[src/rtl/freq_meter.sv]
// Half-period meter: counts clk cycles between edges of an asynchronous square wave.
// Optional lock detector compiled in with FREQ_METER_LOCK_EN.
module freq_meter #(
    parameter int N           = 16,
    parameter int SYNC_STAGES = 2,
    parameter int LOCK_TOL    = 0
) (
    input  logic         clk,
    input  logic         rst,
    input  logic         en,
    input  logic         sig_in,
    output logic [N-1:0] half_period,
    output logic         valid,
    output logic         overflow,
    output logic         busy,
    output logic         locked
);

    typedef enum logic [1:0] {IDLE, ARM, MEASURE} state_t;

    localparam logic [N-1:0] CNT_MAX = '1;
    localparam logic [N-1:0] CNT_ONE = N'(1);
    localparam logic [N-1:0] TOL     = N'(LOCK_TOL);

    logic [SYNC_STAGES-1:0] sync_q, sync_d;
    logic                   hist_q, hist_d;
    logic                   edge_det;

    state_t         state_q;
    logic [N-1:0]   cnt_q;
    logic [N-1:0]   hp_q;
    logic           valid_q;
    logic           ovf_q;
    logic           busy_q;
    logic           res_evt;
    logic           ovf_evt;

    always_comb begin
        sync_d = {sync_q[SYNC_STAGES-2:0], sig_in};
        hist_d = sync_q[SYNC_STAGES-1];
    end

    always_ff @(posedge clk or posedge rst) begin
        if (rst) begin
            sync_q <= '0;
            hist_q <= 1'b0;
        end else begin
            sync_q <= sync_d;
            hist_q <= hist_d;
        end
    end

    // Both polarities of the synchronised input mark an interval boundary
    assign edge_det = sync_q[SYNC_STAGES-1] ^ hist_q;

    assign res_evt = en && (state_q == MEASURE) && edge_det;
    assign ovf_evt = en && (state_q == MEASURE) && !edge_det
                     && (cnt_q == CNT_MAX);

    always_ff @(posedge clk or posedge rst) begin
        if (rst) begin
            state_q <= IDLE;
            cnt_q   <= '0;
            hp_q    <= '0;
            valid_q <= 1'b0;
            ovf_q   <= 1'b0;
            busy_q  <= 1'b0;
        end else begin
            valid_q <= 1'b0;
            if (!en) begin
                state_q <= IDLE;
                cnt_q   <= '0;
                ovf_q   <= 1'b0;
                busy_q  <= 1'b0;
            end else begin
                unique case (state_q)
                    IDLE: begin
                        state_q <= ARM;
                        busy_q  <= 1'b1;
                    end
                    ARM: begin
                        if (edge_det) begin
                            state_q <= MEASURE;
                            cnt_q   <= CNT_ONE;
                        end
                    end
                    MEASURE: begin
                        if (edge_det) begin
                            hp_q    <= cnt_q;
                            valid_q <= 1'b1;
                            ovf_q   <= 1'b0;
                            cnt_q   <= CNT_ONE;
                        end else if (cnt_q == CNT_MAX) begin
                            ovf_q   <= 1'b1;
                            cnt_q   <= '0;
                            state_q <= ARM;
                        end else begin
                            cnt_q <= cnt_q + CNT_ONE;
                        end
                    end
                    default: state_q <= IDLE;
                endcase
            end
        end
    end

    assign half_period = hp_q;
    assign valid       = valid_q;
    assign overflow    = ovf_q;
    assign busy        = busy_q;

`ifdef FREQ_METER_LOCK_EN
    logic [N-1:0] prev_q;
    logic         has_prev_q;
    logic         locked_q;
    logic [N-1:0] diff;

    assign diff = (cnt_q > prev_q) ? (cnt_q - prev_q) : (prev_q - cnt_q);

    always_ff @(posedge clk or posedge rst) begin
        if (rst) begin
            prev_q     <= '0;
            has_prev_q <= 1'b0;
            locked_q   <= 1'b0;
        end else if (!en) begin
            has_prev_q <= 1'b0;
            locked_q   <= 1'b0;
        end else if (res_evt) begin
            locked_q   <= has_prev_q && (diff <= TOL);
            prev_q     <= cnt_q;
            has_prev_q <= 1'b1;
        end else if (ovf_evt) begin
            // a timed-out interval breaks the chain of comparable results
            has_prev_q <= 1'b0;
            locked_q   <= 1'b0;
        end
    end

    assign locked = locked_q;
`else
    logic unused_lock;
    assign unused_lock = res_evt ^ ovf_evt ^ (^TOL);
    assign locked      = 1'b0;
`endif

endmodule

[config.mk]
export PLATFORM = sky130hd
export DESIGN_NAME = freq_meter
export DESIGN_NICKNAME = d
export VERILOG_FILES = /design/src/rtl/freq_meter.sv
export SDC_FILE = /design/constraint.sdc
export NUM_CORES = 1
export LEC_CHECK = 0
export BUFFER_PORTS_ARGS = -buffer_cell sky130_fd_sc_hd__buf_2
export CAP_MARGIN = 20
export CORE_UTILIZATION = 46
export DETAILED_ROUTE_END_ITERATION = 10
export PLACE_DENSITY_LB_ADDON = 0.05
export RECOVER_POWER = 25
export SKIP_LAST_GASP = 1
export SLEW_MARGIN = 20
export SYNTH_ARGS = -nofsm -noshare
export SYNTH_HDL_FRONTEND = slang
export SYNTH_SLANG_ARGS = --single-unit
[constraint.sdc]
create_clock -name clk -period 2.1 [get_ports clk]
set_input_delay 0.42 -clock clk [delete_from_list [all_inputs] [get_ports clk]]
set_output_delay 0.42 -clock clk [all_outputs]
set_load 0.005 [all_outputs]
==> impl_metrics.sql <==
INSERT INTO impl_metrics (metric_group, metric, value, unit) VALUES
('clock_tree', 'postCtsSetupRepairBufs', '0', ''),
('floorplan', 'std_cell_rows', '23', ''),
('worst_setup_path', 'crit_slowest_cell', 'sky130_fd_sc_hd__or4_4', ''),
('run_status', 'run_status', 'finished, final reports clean', ''),
('global_routing', 'grt_first_pass_wirelength', '6420', 'microns'),
('cells_and_area', 'fraction_of_the_core_area_covered_by_cells_at_the_end_of_the_flow', '54.2', '%'),
('timing', 'max_slew_margin', '36.5', '%'),
('worst_setup_path', 'worst_r2r_startpoint', 'cnt_q[0]', ''),
('clock_tree', 'clkSlewWorstSetupHoldPaths', '0.07', 'ns'),
('cells_and_area', 'nets', '197', ''),
('timing', 'worst_pin_slew', '0.953', 'ns'),
('power', 'power-per-cell-area', '658', 'nW/um^2'),
('clock_tree', 'htree_levels', '2', ''),
('yosys', 'synth.net_count', '172', ''),
('clock_tree', 'clk_latency', '0.30', 'ns'),
('floorplan', 'starting_density', '48.8', '%'),
('yosys', 'synth_seq_cells', '40', ''),
('placed_design', 'place.port_buffers', '22', ''),
('yosys', 'syn_area_per_cell', '11.9', 'sq um'),
('timing', 'hold_violations', '0', ''),
('timing', 'fin_worst_skew', '0.00551', 'ns'),
('min_path', 'hold_depth', '1', ''),
('global_routing', 'first_global_vias', '1312', ''),
('worst_setup_path', 'critPathCaptureType', 'flop', ''),
('timing', 'setup_ws', '0.136', 'ns'),
('timing', 'setup-tns-final', '0', 'ns'),
('cells_and_area', 'number_of_antenna_cells_inserted', '0', ''),
('floorplan', 'core-area', '4060', 'sq um'),
('floorplan', 'die_area', '4580', 'sq um'),
('clock_tree', 'holdBufCountCts', '0', ''),
('cells_and_area', 'synthToLayoutAreaGrowth', '10.9', '%'),
('global_routing', 'grt_util_all_layers', '19.6', '%'),
('cells_and_area', 'post_layout_nonfiller_instances', '243', ''),
('yosys', 'yosys.cell_types.count', '50', ''),
('timing', 'period_share', '93.5', '%'),
('placed_design', 'hpwl', '2670', 'microns'),
('detailed_routing', 'drt.antenna.violating_nets', '0', ''),
('worst_setup_path', 'cp.buffers_inverters', '0', ''),
('worst_setup_path', 'cell_by_cell_listing_of_the_critical_path', 'ha_1 -> nand3_2 -> or4_4 -> a31oi_1 -> o2bb2ai_1', ''),
('worst_setup_path', 'crit_fanout', '8', ''),
('clock_tree', 'cts.repair.resized', '0', ''),
('worst_setup_path', 'crit_path_start', 'cnt_q[0]', ''),
('clock_tree', 'clockBufferDepth', '2', ''),
('floorplan', 'die_w', '67.6', 'microns'),
('yosys', 'synthCells', '167', ''),
('timing', 'worst_hold_slack', '0.227', 'ns'),
('yosys', 'yosysWarningCount', '0', ''),
('global_routing', 'global_route.usage.met3', '7.43', '%'),
('global_routing', 'maximum_number_of_pins_on_one_net_before_global_route_repair', '41', ''),
('power', 'ir_drop_worst_case_vdd', '0.419', 'mV'),
('floorplan', 'dieHeight', '67.6', 'microns'),
('cells_and_area', 'ff_latch_area', '1000', 'sq um'),
('detailed_routing', 'drt_iter0_markers', '98', ''),
('detailed_routing', 'routed_via_density', '5.80', ''),
('worst_setup_path', 'critical-path-top-delay-family', 'simple AND/OR/NAND/NOR gates', ''),
('clock_tree', 'tritoncts_clock_tree', 'yes', ''),
('detailed_routing', 'drcViolationCount', '0', ''),
('global_routing', 'antenna_violations_before_repair', '0', ''),
('timing', 'unrepaired_setup_endpoints_after_global_routing', 'no', ''),
('clock_tree', 'clockRootBuffer', 'sky130_fd_sc_hd__clkbuf_8', ''),
('detailed_routing', 'avgRoutedWirePerCell', '15.8', 'microns'),
('clock_tree', 'cts_sink_cnt', '40', ''),
('detailed_routing', 'dr.pass1.iters', '4', ''),
('worst_setup_path', 'sort_of_element_at_the_start_of_the_critical_path', 'flop', ''),
('floorplan', 'design.portCount', '24', ''),
('timing', 'period_minus_slack', '1.96', 'ns'),
('power', 'cellLeakagePower', '1.05', 'nW'),
('worst_setup_path', 'r2r_cells', '5', ''),
('cells_and_area', 'filler_cell_count', '364', ''),
('timing', 'max_freq', '509', 'MHz'),
('worst_setup_path', 'worst-endpoint-arrival', '2.14', 'ns');
[cell usage after synthesis (all sizes together)]
| library cell | n | area (sq um) |
|---|---|---|
| nor4 | 5 | 46.3 |
| conb | 1 | 3.75 |
| xor2 | 1 | 8.76 |
| mux2i | 1 | 10.0 |
| or2 | 1 | 8.76 |
| o211ai | 1 | 12.5 |
| inv | 5 | 18.8 |
| buf | 9 | 81.3 |
| o21ai | 5 | 25.0 |
| o2111ai | 1 | 8.76 |
| o2bb2ai | 1 | 8.76 |
| a21oi | 4 | 20.0 |
| nand4 | 5 | 50.1 |
| a21boi | 1 | 7.51 |
| a31oi | 6 | 37.5 |
| mux2 | 16 | 180 |
| dfrtp | 40 | 1000 |
| ha | 1 | 12.5 |
| and3 | 1 | 6.26 |
| o311a | 2 | 20.0 |
| nand2 | 10 | 40.0 |
| o21a | 3 | 22.5 |
| nor2 | 10 | 47.6 |
| xnor2 | 3 | 45.1 |
| o311ai | 1 | 8.76 |
| or2b | 2 | 17.5 |
| nor3 | 8 | 45.0 |
| nor3b | 1 | 7.51 |
| o211a | 1 | 10.0 |
| nor2b | 2 | 12.5 |
| or4 | 2 | 18.8 |
| nand3 | 4 | 30.0 |
| or3 | 3 | 18.8 |
| a22o | 6 | 53.8 |
| o31ai | 3 | 27.5 |
| a2111oi | 1 | 8.76 |
[registers in the layout (all words and copies together) (netlist names)]
signal and count:
cnt_q 16, half_period 16, state_q 2, sync_q 2
busy 1, hist_q 1, overflow 1, valid 1
[metrics by stage]
| step | cell area [sq um] | power [mW] |
|---|---|---|
| 2_1_floorplan | 1980 | 0.910 |
| 3_3_place_gp | 2110 | 0.936 |
| 3_5_place_dp | 2110 | 0.940 |
| 4_1_cts | 2200 | 1.46 |
| 5_1_grt | 2200 | 1.51 |
| 6_report | 2200 | 1.45 |
[placed cells by master (no fill, tap or decap), drive strengths merged, types with 2 or more instances in the layout]
| cell | count |
|---|---|
| o31ai | 3 |
| buf | 26 |
| a22o | 6 |
| nand4 | 5 |
| or4 | 2 |
| nor4 | 5 |
| or3 | 3 |
| or2b | 2 |
| nand3 | 4 |
| clkbuf | 9 |
| xnor2 | 3 |
| o21ai | 5 |
| nor2 | 10 |
| mux2 | 16 |
| nor3 | 8 |
| inv | 5 |
| a31oi | 6 |
| o311a | 2 |
| dfrtp | 40 |
| nor2b | 2 |
| a21oi | 4 |
| o21a | 3 |
| nand2 | 10 |
[worst register-to-register path, cell delays in order (launching register included)]
cell                        delay (ns)
sky130_fd_sc_hd__dfrtp_1          0.46
sky130_fd_sc_hd__ha_1             0.24
sky130_fd_sc_hd__nand3_2          0.18
sky130_fd_sc_hd__or4_4            0.66
sky130_fd_sc_hd__a31oi_1          0.21
sky130_fd_sc_hd__o2bb2ai_1        0.10
[metal layers]
| metal | wire (microns) | vias up |
|---|---|---|
| li1 | - | 666 |
| met1 | 1710 | 687 |
| met2 | 1820 | 49 |
| met3 | 228 | 8 |
| met4 | 80 | 0 |
| met5 | 0 | - |
[logic make-up after synthesis]
kind of cell,synth area share (%)
XOR/XNOR,2.72
AND/OR/NAND/NOR,17.6
flip-flops,50.5
multiplexers,9.60
AO/OA/AOI/OAI,13.7
other,0.189
adder cells (fa/ha/maj),0.631
buffers and inverters,5.05
[power breakdown]
| group | internal (mW) | switching [mW] |
|---|---|---|
| combinational | 0.0469 | 0.0667 |
| sequential | 0.788 | 0.0215 |
| clock | 0.268 | 0.255 |
| total | 1.10 | 0.343 |
[worst paths after layout]
check	to	slack, ns
hold reg to reg	sync_q[1]	0.36
hold / removal	sync_q[0]	0.23
setup / recovery	cnt_q[3]	0.14
setup reg to reg	cnt_q[3]	0.14
min in group asynchronous	cnt_q[9]	0.40
max in group asynchronous	cnt_q[13]	1.11
[cell type report]
cell class	instances	area share, %
inverters	5	0.854
repair buffers	27	6.60
multi-input cells	113	40.1
flip-flops and latches	40	45.5
well taps	50	2.85
clock buffers	8	4.10
(Power assumes the default switching activity.)
